==> src/rtl/apb_master_pkg.sv <==
// Shared types and defaults for the APB master.
package apb_master_pkg;

  typedef enum logic [1:0] {
    ST_IDLE,
    ST_SETUP,
    ST_ACCESS,
    ST_RESP
  } apb_state_e;

  localparam int unsigned DEFAULT_TIMEOUT_CYCLES = 16;

endpackage

==> src/rtl/apb_master_if.sv <==
// Command/response handshake plus APB bus signals for apb_master.
interface apb_master_if #(
  parameter int unsigned ADDR_W = 32,
  parameter int unsigned DATA_W = 32
);
  logic                  cmd_valid;
  logic                  cmd_ready;
  logic                  cmd_write;
  logic [ADDR_W-1:0]     cmd_addr;
  logic [DATA_W-1:0]     cmd_wdata;
  logic [DATA_W/8-1:0]   cmd_strb;

  logic                  rsp_valid;
  logic                  rsp_ready;
  logic [DATA_W-1:0]     rsp_rdata;
  logic                  rsp_err;

  logic                  PSEL;
  logic                  PENABLE;
  logic                  PWRITE;
  logic [ADDR_W-1:0]     PADDR;
  logic [DATA_W-1:0]     PWDATA;
  logic [DATA_W/8-1:0]   PSTRB;
  logic                  PREADY;
  logic [DATA_W-1:0]     PRDATA;
  logic                  PSLVERR;

  modport master (
    input  cmd_valid, cmd_write, cmd_addr, cmd_wdata, cmd_strb,
    output cmd_ready,
    output rsp_valid, rsp_rdata, rsp_err,
    input  rsp_ready,
    output PSEL, PENABLE, PWRITE, PADDR, PWDATA, PSTRB,
    input  PREADY, PRDATA, PSLVERR
  );

  modport slave (
    output cmd_valid, cmd_write, cmd_addr, cmd_wdata, cmd_strb,
    input  cmd_ready,
    input  rsp_valid, rsp_rdata, rsp_err,
    output rsp_ready,
    input  PSEL, PENABLE, PWRITE, PADDR, PWDATA, PSTRB,
    output PREADY, PRDATA, PSLVERR
  );
endinterface

==> src/rtl/apb_master.sv <==
// Single-outstanding APB master: one command in, one APB transfer, one response out.
module apb_master
  import apb_master_pkg::*;
#(
  parameter int unsigned ADDR_W         = 32,
  parameter int unsigned DATA_W         = 32,
  parameter int unsigned TIMEOUT_CYCLES = DEFAULT_TIMEOUT_CYCLES
) (
  input logic          PCLK,
  input logic          PRESETn,
  apb_master_if.master bus
);

  localparam int unsigned STRB_W = DATA_W / 8;
  localparam int unsigned CNT_W  = (TIMEOUT_CYCLES > 1) ? $clog2(TIMEOUT_CYCLES) : 1;
  localparam logic [CNT_W-1:0] CNT_LAST =
    CNT_W'((TIMEOUT_CYCLES > 0) ? TIMEOUT_CYCLES - 1 : 0);

  apb_state_e          state_q;
  logic [CNT_W-1:0]    cnt_q;
  logic                cmd_ready_q;
  logic                psel_q;
  logic                penable_q;
  logic                pwrite_q;
  logic [ADDR_W-1:0]   paddr_q;
  logic [DATA_W-1:0]   pwdata_q;
  logic [STRB_W-1:0]   pstrb_q;
  logic                rsp_valid_q;
  logic [DATA_W-1:0]   rsp_rdata_q;
  logic                rsp_err_q;

  // cmd_ready is its own register so it reads 0 throughout reset and rises on the first edge after.
  always_ff @(posedge PCLK or negedge PRESETn) begin
    if (!PRESETn) begin
      state_q     <= ST_IDLE;
      cnt_q       <= '0;
      cmd_ready_q <= 1'b0;
      psel_q      <= 1'b0;
      penable_q   <= 1'b0;
      pwrite_q    <= 1'b0;
      paddr_q     <= '0;
      pwdata_q    <= '0;
      pstrb_q     <= '0;
      rsp_valid_q <= 1'b0;
      rsp_rdata_q <= '0;
      rsp_err_q   <= 1'b0;
    end else begin
      case (state_q)
        ST_IDLE: begin
          if (bus.cmd_valid && cmd_ready_q) begin
            state_q     <= ST_SETUP;
            cmd_ready_q <= 1'b0;
            cnt_q       <= '0;
            psel_q      <= 1'b1;
            penable_q   <= 1'b0;
            pwrite_q    <= bus.cmd_write;
            paddr_q     <= bus.cmd_addr;
            pwdata_q    <= bus.cmd_write ? bus.cmd_wdata : '0;
            pstrb_q     <= bus.cmd_write ? bus.cmd_strb  : '0;
          end else begin
            cmd_ready_q <= 1'b1;
          end
        end

        ST_SETUP: begin
          state_q   <= ST_ACCESS;
          penable_q <= 1'b1;
        end

        ST_ACCESS: begin
          if (bus.PREADY) begin
            state_q     <= ST_RESP;
            psel_q      <= 1'b0;
            penable_q   <= 1'b0;
            rsp_valid_q <= 1'b1;
            rsp_err_q   <= bus.PSLVERR;
            rsp_rdata_q <= (pwrite_q || bus.PSLVERR) ? '0 : bus.PRDATA;
          end else if ((TIMEOUT_CYCLES != 0) && (cnt_q == CNT_LAST)) begin
            // This wait cycle is the TIMEOUT_CYCLES-th, so abort instead of incrementing.
            state_q     <= ST_RESP;
            psel_q      <= 1'b0;
            penable_q   <= 1'b0;
            rsp_valid_q <= 1'b1;
            rsp_err_q   <= 1'b1;
            rsp_rdata_q <= '0;
          end else begin
            cnt_q <= cnt_q + 1'b1;
          end
        end

        ST_RESP: begin
          if (bus.rsp_ready) begin
            state_q     <= ST_IDLE;
            rsp_valid_q <= 1'b0;
            cmd_ready_q <= 1'b1;
          end
        end

        default: begin
          state_q <= ST_IDLE;
        end
      endcase
    end
  end

  assign bus.cmd_ready = cmd_ready_q;
  assign bus.rsp_valid = rsp_valid_q;
  assign bus.rsp_rdata = rsp_rdata_q;
  assign bus.rsp_err   = rsp_err_q;
  assign bus.PSEL      = psel_q;
  assign bus.PENABLE   = penable_q;
  assign bus.PWRITE    = pwrite_q;
  assign bus.PADDR     = paddr_q;
  assign bus.PWDATA    = pwdata_q;
  assign bus.PSTRB     = pstrb_q;

endmodule
==> src/flat_wrapper.sv <==
// flat-port wrapper written by rule: the top's interface ports become plain ports
module apb_master_flat import apb_master_pkg::*;
#(
  parameter int unsigned ADDR_W         = 32,
  parameter int unsigned DATA_W         = 32,
  parameter int unsigned TIMEOUT_CYCLES = DEFAULT_TIMEOUT_CYCLES
)
  (PCLK, PRESETn, bus_cmd_valid, bus_cmd_write, bus_cmd_addr, bus_cmd_wdata, bus_cmd_strb, bus_cmd_ready, bus_rsp_valid, bus_rsp_rdata, bus_rsp_err, bus_rsp_ready, bus_PSEL, bus_PENABLE, bus_PWRITE, bus_PADDR, bus_PWDATA, bus_PSTRB, bus_PREADY, bus_PRDATA, bus_PSLVERR);
  apb_master_if #(.ADDR_W(ADDR_W), .DATA_W(DATA_W)) bus_i ();
  input logic PCLK;
  input logic PRESETn;
  input wire logic [$bits(bus_i.cmd_valid)-1:0] bus_cmd_valid;
  input wire logic [$bits(bus_i.cmd_write)-1:0] bus_cmd_write;
  input wire logic [$bits(bus_i.cmd_addr)-1:0] bus_cmd_addr;
  input wire logic [$bits(bus_i.cmd_wdata)-1:0] bus_cmd_wdata;
  input wire logic [$bits(bus_i.cmd_strb)-1:0] bus_cmd_strb;
  output wire logic [$bits(bus_i.cmd_ready)-1:0] bus_cmd_ready;
  output wire logic [$bits(bus_i.rsp_valid)-1:0] bus_rsp_valid;
  output wire logic [$bits(bus_i.rsp_rdata)-1:0] bus_rsp_rdata;
  output wire logic [$bits(bus_i.rsp_err)-1:0] bus_rsp_err;
  input wire logic [$bits(bus_i.rsp_ready)-1:0] bus_rsp_ready;
  output wire logic [$bits(bus_i.PSEL)-1:0] bus_PSEL;
  output wire logic [$bits(bus_i.PENABLE)-1:0] bus_PENABLE;
  output wire logic [$bits(bus_i.PWRITE)-1:0] bus_PWRITE;
  output wire logic [$bits(bus_i.PADDR)-1:0] bus_PADDR;
  output wire logic [$bits(bus_i.PWDATA)-1:0] bus_PWDATA;
  output wire logic [$bits(bus_i.PSTRB)-1:0] bus_PSTRB;
  input wire logic [$bits(bus_i.PREADY)-1:0] bus_PREADY;
  input wire logic [$bits(bus_i.PRDATA)-1:0] bus_PRDATA;
  input wire logic [$bits(bus_i.PSLVERR)-1:0] bus_PSLVERR;
  assign bus_i.cmd_valid = bus_cmd_valid;
  assign bus_i.cmd_write = bus_cmd_write;
  assign bus_i.cmd_addr = bus_cmd_addr;
  assign bus_i.cmd_wdata = bus_cmd_wdata;
  assign bus_i.cmd_strb = bus_cmd_strb;
  assign bus_cmd_ready = bus_i.cmd_ready;
  assign bus_rsp_valid = bus_i.rsp_valid;
  assign bus_rsp_rdata = bus_i.rsp_rdata;
  assign bus_rsp_err = bus_i.rsp_err;
  assign bus_i.rsp_ready = bus_rsp_ready;
  assign bus_PSEL = bus_i.PSEL;
  assign bus_PENABLE = bus_i.PENABLE;
  assign bus_PWRITE = bus_i.PWRITE;
  assign bus_PADDR = bus_i.PADDR;
  assign bus_PWDATA = bus_i.PWDATA;
  assign bus_PSTRB = bus_i.PSTRB;
  assign bus_i.PREADY = bus_PREADY;
  assign bus_i.PRDATA = bus_PRDATA;
  assign bus_i.PSLVERR = bus_PSLVERR;
  apb_master #(.ADDR_W(ADDR_W), .DATA_W(DATA_W), .TIMEOUT_CYCLES(TIMEOUT_CYCLES)) u_core (.PCLK(PCLK), .PRESETn(PRESETn), .bus(bus_i));
endmodule
==> config.mk <==
export PLATFORM = sky130hd
export DESIGN_NAME = apb_master_flat
export DESIGN_NICKNAME = d
export VERILOG_FILES = /design/src/rtl/apb_master_pkg.sv /design/src/rtl/apb_master_if.sv /design/src/rtl/apb_master.sv /design/src/flat_wrapper.sv
export SDC_FILE = /design/constraint.sdc
export NUM_CORES = 1
export LEC_CHECK = 0
export CAP_MARGIN = 20
export CORE_ASPECT_RATIO = 0.75
export CORE_MARGIN = 8
export CORE_UTILIZATION = 44
export DETAILED_ROUTE_END_ITERATION = 6
export PLACE_DENSITY = 0.92
export SYNTH_ARGS = -nofsm -noshare
export SYNTH_HDL_FRONTEND = slang
export SYNTH_SLANG_ARGS = --single-unit
==> constraint.sdc <==
create_clock -name PCLK -period 3.3 [get_ports PCLK]
set_input_delay 0.66 -clock PCLK [delete_from_list [all_inputs] [get_ports PCLK]]
set_output_delay 0.66 -clock PCLK [all_outputs]
set_load 0.01 [all_outputs]
## Word-level counts from Yosys, hierarchy flattened

Cells that the tools add are included.

| storage, ports and cells | value |
|---|---|
| register bits after elaboration | 112 |
| input port bits | 107 |
| output and inout bits | 106 |
| logic and storage cells | 66 |

| operators by class | value |
|---|---|
| $add $sub $neg | 1 |
| eq/ne operators | 9 |
| multiplexer cells | 28 |
| reductions and logical operators | 16 |

Operators by type and width:

| kind | number |
|---|---|
| $mux W32 | 4 |
| $mux W4 | 4 |
| $reduce_and A3 Y1 | 4 |
| $mux W1 | 10 |
| $mux W2 | 4 |
| $pmux W2 S4 | 1 |
| $pmux W4 S2 | 1 |
| $reduce_bool A2 Y1 | 4 |
| $ne A2 B2 Y1 const B | 3 |
| $pmux W1 S2 | 3 |
| $reduce_and A2 Y1 | 3 |
| $add A4 B1 Y4 const B | 1 |
| $eq A2 B2 Y1 const B | 2 |
| $eq A4 B4 Y1 const B | 1 |
| $reduce_and A4 Y1 | 1 |
| $ne A3 B2 Y1 const B | 1 |
| $pmux W1 S3 | 1 |
| $reduce_bool A3 Y1 | 1 |
| $eq A2 B1 Y1 const B | 1 |
| $logic_not A2 Y1 | 1 |
| $ne A2 B1 Y1 const B | 1 |
| $logic_and A1 B1 Y1 | 1 |
| $logic_or A1 B1 Y1 | 1 |

## Depth between registers and ports, before layout

| logic depth | value |
|---|---|
| depth after elaboration | 4 |
| gate-level depth with buffers | 7 |
| depth with buffers taken out | 5 |

## Worst setup path before layout

No wires, ideal clock.

| timing | value |
|---|---|
| kind | register to register |
| from | reg u_core.state_q[0] |
| to | reg u_core.cnt_q[0] |
| data arrival time | 1.399 ns |
| required time | 3.176 ns |
| setup slack | 1.777 ns |
| stages on the path, launching flop included | 7 |
| cells stage by stage | dfrtp_1 > inv_1 > ha_1 > and3_1 > buf_4 > o21ai_1 > a211o_1 |

| between the ends | value |
|---|---|
| longest elaborated chain between the ends | 3 |

Ends and longest elaborated chain:

| item | RTL line | source |
|---|---|---|
| start, declared | apb_master.sv:19 | `apb_state_e state_q;` |
| start signal, assigned | apb_master.sv:35 | `state_q <= ST_IDLE;` |
| start signal, assigned | apb_master.sv:51 | `state_q <= ST_SETUP;` |
| start signal, assigned | apb_master.sv:66 | `state_q <= ST_ACCESS;` |
| $eq A2 B2 Y1 / $logic_not A2 Y1 (equally long branches) | apb_master.sv:48 | `case (state_q)` |
| $ne A2 B2 Y1 (no line), or another cell as far along | - |  |
| $reduce_and A4 Y1 (no line) | - |  |
| end signal, assigned | apb_master.sv:87 | `cnt_q <= cnt_q + 1'b1;` |
| end, declared | apb_master.sv:20 | `logic [CNT_W-1:0] cnt_q;` |

Several ways; a longest one is shown, not always the timed one.
A chain may end at the register's enable or synchronous reset.

## Worst setup path after layout

| timing | value |
|---|---|
| from | reg u_core.state_q[1] |
| to | reg u_core.cmd_ready_q, in the netlist u_core.bus.cmd_ready |

| between the ends | value |
|---|---|
| longest elaborated chain between the ends | 3 |

Ends and longest elaborated chain:

| item | RTL line | source |
|---|---|---|
| $eq A2 B2 Y1 / $logic_not A2 Y1 (equally long branches) | apb_master.sv:48 |  |
| $ne A2 B2 Y1 (no line) / $reduce_bool A2 Y1 (equally long branches) | - |  |
| $reduce_and A2 Y1 (no line) | - |  |
| end signal, assigned | apb_master.sv:37 | `cmd_ready_q <= 1'b0;` |
| end signal, assigned | apb_master.sv:52 | `cmd_ready_q <= 1'b0;` |
| end signal, assigned | apb_master.sv:61 | `cmd_ready_q <= 1'b1;` |
| end, declared | apb_master.sv:21 | `logic cmd_ready_q;` |

Several ways; a longest one is shown, not always the timed one.

==> flow_summary.html <==
<table>
<tr><th>Metric</th><th>Value</th></tr>
<tr><th colspan="2">GRT</th></tr>
<tr><td>Total gr overflow</td><td>0</td></tr>
<tr><td>Vias in the first global route</td><td>4113</td></tr>
<tr><td>Maximum number of pins on one net before global-route repair</td><td>74</td></tr>
<tr><td>Global Route Usage Sum</td><td>19.30%</td></tr>
<tr><td>Wire length of the first global-routing pass</td><td>21160 um</td></tr>
<tr><td>Antenna violations before repair</td><td>0</td></tr>
<tr><th colspan="2">Placed design</th></tr>
<tr><td>Gpl congestion</td><td>0.8135</td></tr>
<tr><td>HPWL after detailed placement</td><td>9983 um</td></tr>
<tr><td>Worst setup timing slack at the placement stage</td><td>0.9160 ns</td></tr>
<tr><td>Number of I/O port buffers</td><td>212</td></tr>
<tr><th colspan="2">Worst setup path</th></tr>
<tr><td>Number of cell instances on the worst register-to-register path</td><td>6</td></tr>
<tr><td>Largest delay share family, worst path</td><td>buffers and inverters</td></tr>
<tr><td>R2r endpoint</td><td>u_core.bus.cmd_ready</td></tr>
<tr><td>Total buffers and inverters traversed by the critical path</td><td>2</td></tr>
<tr><td>Ordered list of cells on the worst path</td><td>inv_1 &gt; ha_1 &gt; nand3_2 &gt; buf_4 &gt; o21ai_0 &gt; o21ai_0</td></tr>
<tr><td>Reg2reg setup slack</td><td>1.23 ns</td></tr>
<tr><td>Req. time, crit path</td><td>3.56 ns</td></tr>
<tr><td>Arr. time, crit path</td><td>2.33 ns</td></tr>
<tr><td>Crit path largest cell delay</td><td>0.59 ns</td></tr>
<tr><td>Start-to-end type of the worst setup path</td><td>reg2reg</td></tr>
<tr><td>Cell repeated most along the worst path</td><td>sky130_fd_sc_hd__o21ai_0</td></tr>
<tr><td>Launching point of the worst reg2reg path</td><td>u_core.state_q[1]</td></tr>
<tr><td>Critical path peak fanout</td><td>67</td></tr>
<tr><td>Critical Path End Type</td><td>register</td></tr>
<tr><td>Slowest stage cell, crit path</td><td>sky130_fd_sc_hd__buf_4</td></tr>
<tr><td>CP Launch Type</td><td>register</td></tr>
<tr><th colspan="2">Layout</th></tr>
<tr><td>Number of nets in the finished design</td><td>755</td></tr>
<tr><td>Ratio of cells with drive above 1 in the final layout</td><td>4.482%</td></tr>
<tr><td>Number of diodes</td><td>0</td></tr>
<tr><td>Area growth syn-to-layout</td><td>56.53%</td></tr>
<tr><th colspan="2">Die</th></tr>
<tr><td>Initial cell density of the core</td><td>44.27%</td></tr>
<tr><td>Number of top-level design ports</td><td>213</td></tr>
<tr><td>Horizontal die dimension</td><td>132.3 um</td></tr>
<tr><td>Floorplan Core Area</td><td>10090 um2</td></tr>
<tr><td>Die height</td><td>103.3 um</td></tr>
<tr><td>Full die area</td><td>13670 um2</td></tr>
<tr><td># rows</td><td>32</td></tr>
<tr><th colspan="2">Yosys</th></tr>
<tr><td>Post-synth design cell area</td><td>4467 um2</td></tr>
<tr><td>Synth Area per Inst</td><td>10.17 um2</td></tr>
<tr><td>Distinct cell type count after synthesis</td><td>37</td></tr>
<tr><td>Share of the yosys chip area belonging to registers</td><td>62.75%</td></tr>
<tr><td>Syn Nets</td><td>552</td></tr>
<tr><td>Post-Syn Instances</td><td>439</td></tr>
<tr><td>Flip-flop and latch count after synthesis</td><td>112</td></tr>
<tr><td>Fraction of registers with async set/reset</td><td>100.0%</td></tr>
<tr><td>Primary flip-flop cell chosen by synthesis mapping</td><td>sky130_fd_sc_hd__dfrtp_1</td></tr>
<tr><td>Synthesis Warnings</td><td>0</td></tr>
<tr><td>Count of flip-flops with a built-in enable after synthesis</td><td>0</td></tr>
<tr><th colspan="2">STA</th></tr>
<tr><td>Unrepaired setup endpoints after global routing</td><td>no</td></tr>
<tr><td>Transition time at the pin with the least slew margin</td><td>0.9133 ns</td></tr>
<tr><td>TNS Setup</td><td>0 ns</td></tr>
<tr><td>Final setup viols</td><td>0</td></tr>
<tr><td>Clock skew</td><td>0.007258 ns</td></tr>
<tr><td>Number of pins with negative max-slew slack in the final report</td><td>0</td></tr>
<tr><td>Minimum clock period</td><td>2.066 ns</td></tr>
<tr><td>Fmax</td><td>0.4840 GHz</td></tr>
<tr><td>Tcrit/Tclk final</td><td>62.61%</td></tr>
<tr><td>Worst slew margin relative to its limit</td><td>39.11%</td></tr>
<tr><td>Smallest setup slack after layout</td><td>1.234 ns</td></tr>
<tr><td>Number of endpoints with negative hold slack in the final report</td><td>0</td></tr>
<tr><th colspan="2">Routing</th></tr>
<tr><td>Detailed Routing Iterations Pass 1</td><td>4</td></tr>
<tr><td>DR vias</td><td>3914</td></tr>
<tr><td>DRT Wirelength</td><td>13240 um</td></tr>
<tr><td>Remaining DRCs</td><td>0</td></tr>
<tr><td>Number of nets with antenna violations after detailed routing</td><td>0</td></tr>
<tr><td>Ratio of routed vias to standard cells</td><td>4.999</td></tr>
<tr><td>DR WL/cell</td><td>16.91 um</td></tr>
<tr><td>Drt first-iter violations</td><td>197</td></tr>
<tr><th colspan="2">Hold path</th></tr>
<tr><td>Worst hold path class</td><td>in2async</td></tr>
<tr><th colspan="2">Clock tree</th></tr>
<tr><td>Post-cts gate resize count</td><td>0</td></tr>
<tr><td>Cell chosen for the clock root</td><td>sky130_fd_sc_hd__clkbuf_16</td></tr>
<tr><td>Cts bufs inserted</td><td>9</td></tr>
<tr><td>Clock sink count</td><td>112</td></tr>
<tr><td>Setup Fix Bufs, Post-CTS</td><td>0</td></tr>
<tr><td>Maximum number of buffers from clock root to sink</td><td>2</td></tr>
<tr><td>Later-pin clock latency in the skew report</td><td>0.34 ns</td></tr>
<tr><td>TritonCTS clock tree</td><td>done</td></tr>
<tr><td>CTS hold repair buffers</td><td>0</td></tr>
<tr><td>Post-CTS clock slew at the launch and capture registers of the worst setup and hold paths</td><td>0.07 ns</td></tr>
<tr><td>Max H-tree Level</td><td>3</td></tr>
<tr><th colspan="2">Power and ir drop</th></tr>
<tr><td>Pwr/cell area</td><td>873.4 nW/um2</td></tr>
<tr><td>Lkg Pwr</td><td>3.316 nW</td></tr>
<tr><td>Worst vdd ir</td><td>0.4692 mV</td></tr>
<tr><th colspan="2">Job</th></tr>
<tr><td>Number of max-cap violations</td><td>0</td></tr>
<tr><th colspan="2">Run status</th></tr>
<tr><td>Status</td><td>completed</td></tr>
</table>
-- layout make-up --
cell class | count | area, um2
fillers | 775 | 3098
clock inverters | 4 | 53.80
clock buffers | 12 | 246.5
repair buffers | 219 | 2185
multi-input cells | 295 | 1515
inverters | 5 | 18.77
well taps | 136 | 170.2
flip-flops and latches | 112 | 2803
-- cells in the mapped netlist, drive strengths merged, types with 2 or more instances --
library cell	count	area, um2
nand2	176	660.6
a21oi	4	20.02
a211o	2	17.52
a22o	32	280.3
ha	6	75.07
dfrtp	112	2803
mux2	2	26.27
a22oi	2	15.01
nor2b	2	12.51
o21ai	7	35.03
nand3	38	195.2
buf	20	105.1
clkbuf	7	26.28
nand2b	4	25.02
and3	4	26.28
inv	5	18.77
a2111oi	3	26.28
-- state kept, by name, summed over array words and instances (netlist names) --
name	flops
u_core.bus.rsp_valid	1
u_core.bus.PADDR	32
u_core.bus.PENABLE	1
u_core.bus.PWDATA	32
u_core.bus.rsp_rdata	32
u_core.bus.rsp_err	1
u_core.bus.cmd_ready	1
u_core.bus.PSEL	1
u_core.bus.PSTRB	4
u_core.state_q	2
u_core.cnt_q	4
u_core.bus.PWRITE	1
-- where the power goes --
part / internal [mW] / switching (mW)
combinational: 1.49 / 1.22
sequential: 1.96 / 0.356
clock: 0.611 / 0.464
-- worst reg2reg max path: cells and delay by family (launching register included) --
kind / cells / cell delay [ns]
AO/OA/AOI/OAI: 2 / 0.38
flip-flops: 1 / 0.43
adder cells (fa/ha/maj): 1 / 0.28
buffers and inverters: 2 / 0.68
AND/OR/NAND/NOR: 1 / 0.23
-- kinds of logic after synthesis --
| logic type | share of synthesized area, % |
|---|---|
| simple gates | 21.04 |
| flops | 62.75 |
| compound gates | 10.59 |
| buf+inv | 3.361 |
| fa+ha+maj | 1.681 |
| mux | 0.5881 |
-- placed cells by master, fill, tap and decap left out, types with 2 or more instances in the layout --
cell,count
sky130_fd_sc_hd__a2111oi_0,3
sky130_fd_sc_hd__a211o_1,2
sky130_fd_sc_hd__a21oi_1,4
sky130_fd_sc_hd__a22o_1,32
sky130_fd_sc_hd__a22oi_1,2
sky130_fd_sc_hd__and3_1,2
sky130_fd_sc_hd__and3_2,2
sky130_fd_sc_hd__buf_4,7
sky130_fd_sc_hd__clkbuf_1,2
sky130_fd_sc_hd__clkbuf_16,9
sky130_fd_sc_hd__clkdlybuf4s50_1,211
sky130_fd_sc_hd__clkinvlp_4,2
sky130_fd_sc_hd__dfrtp_1,112
sky130_fd_sc_hd__ha_1,6
sky130_fd_sc_hd__inv_1,5
sky130_fd_sc_hd__nand2_1,176
sky130_fd_sc_hd__nand2b_1,4
sky130_fd_sc_hd__nand3_1,37
sky130_fd_sc_hd__nor2b_1,2
sky130_fd_sc_hd__o21ai_0,6
-- through the flow --
| stage | area (um2) | utilization, % | hold slack (ns) | power [mW] | cells |
|---|---|---|---|---|---|
| finish | 6992 | 69.30 | 0.4293 | 6.106 | 783 |
| CTS | 6992 | 69.30 | 0.4709 | 6.191 | 783 |
| global route | 6992 | 69.30 | 0.4935 | 6.521 | 783 |
| floorplan | 4467 | - | 0.3644 | 3.461 | 439 |
| global placement | 6691 | 66.32 | 0.4498 | 4.956 | 767 |
| detailed placement | 6691 | 66.32 | 0.4565 | 5.080 | 767 |
-- routing by layer --
layer	up-vias	track usage (%)	share of wire, %
met1	1880	22.06	41
met3	8	7.915	8.2
li1	1869	-	-
met4	0	5.043	0.97
met5	-	0	0
met2	157	33.39	50
-- worst max-delay path by stage --
stage	start	end	slack (ns)	depth (start not counted)
3_5_place_dp	bus_cmd_valid	u_core.bus.cmd_ready	0.92	5
3_3_place_gp	bus_cmd_valid	u_core.bus.cmd_ready	0.97	5
6_report	u_core.state_q[1]	u_core.bus.cmd_ready	1.23	6
5_1_grt	u_core.state_q[1]	u_core.bus.cmd_ready	1.01	6
2_1_floorplan	u_core.state_q[0]	u_core.cnt_q[0]	1.78	6
4_1_cts	u_core.state_q[1]	u_core.bus.cmd_ready	1.24	6
No activity file was read; power rests on OpenSTA's default activity.
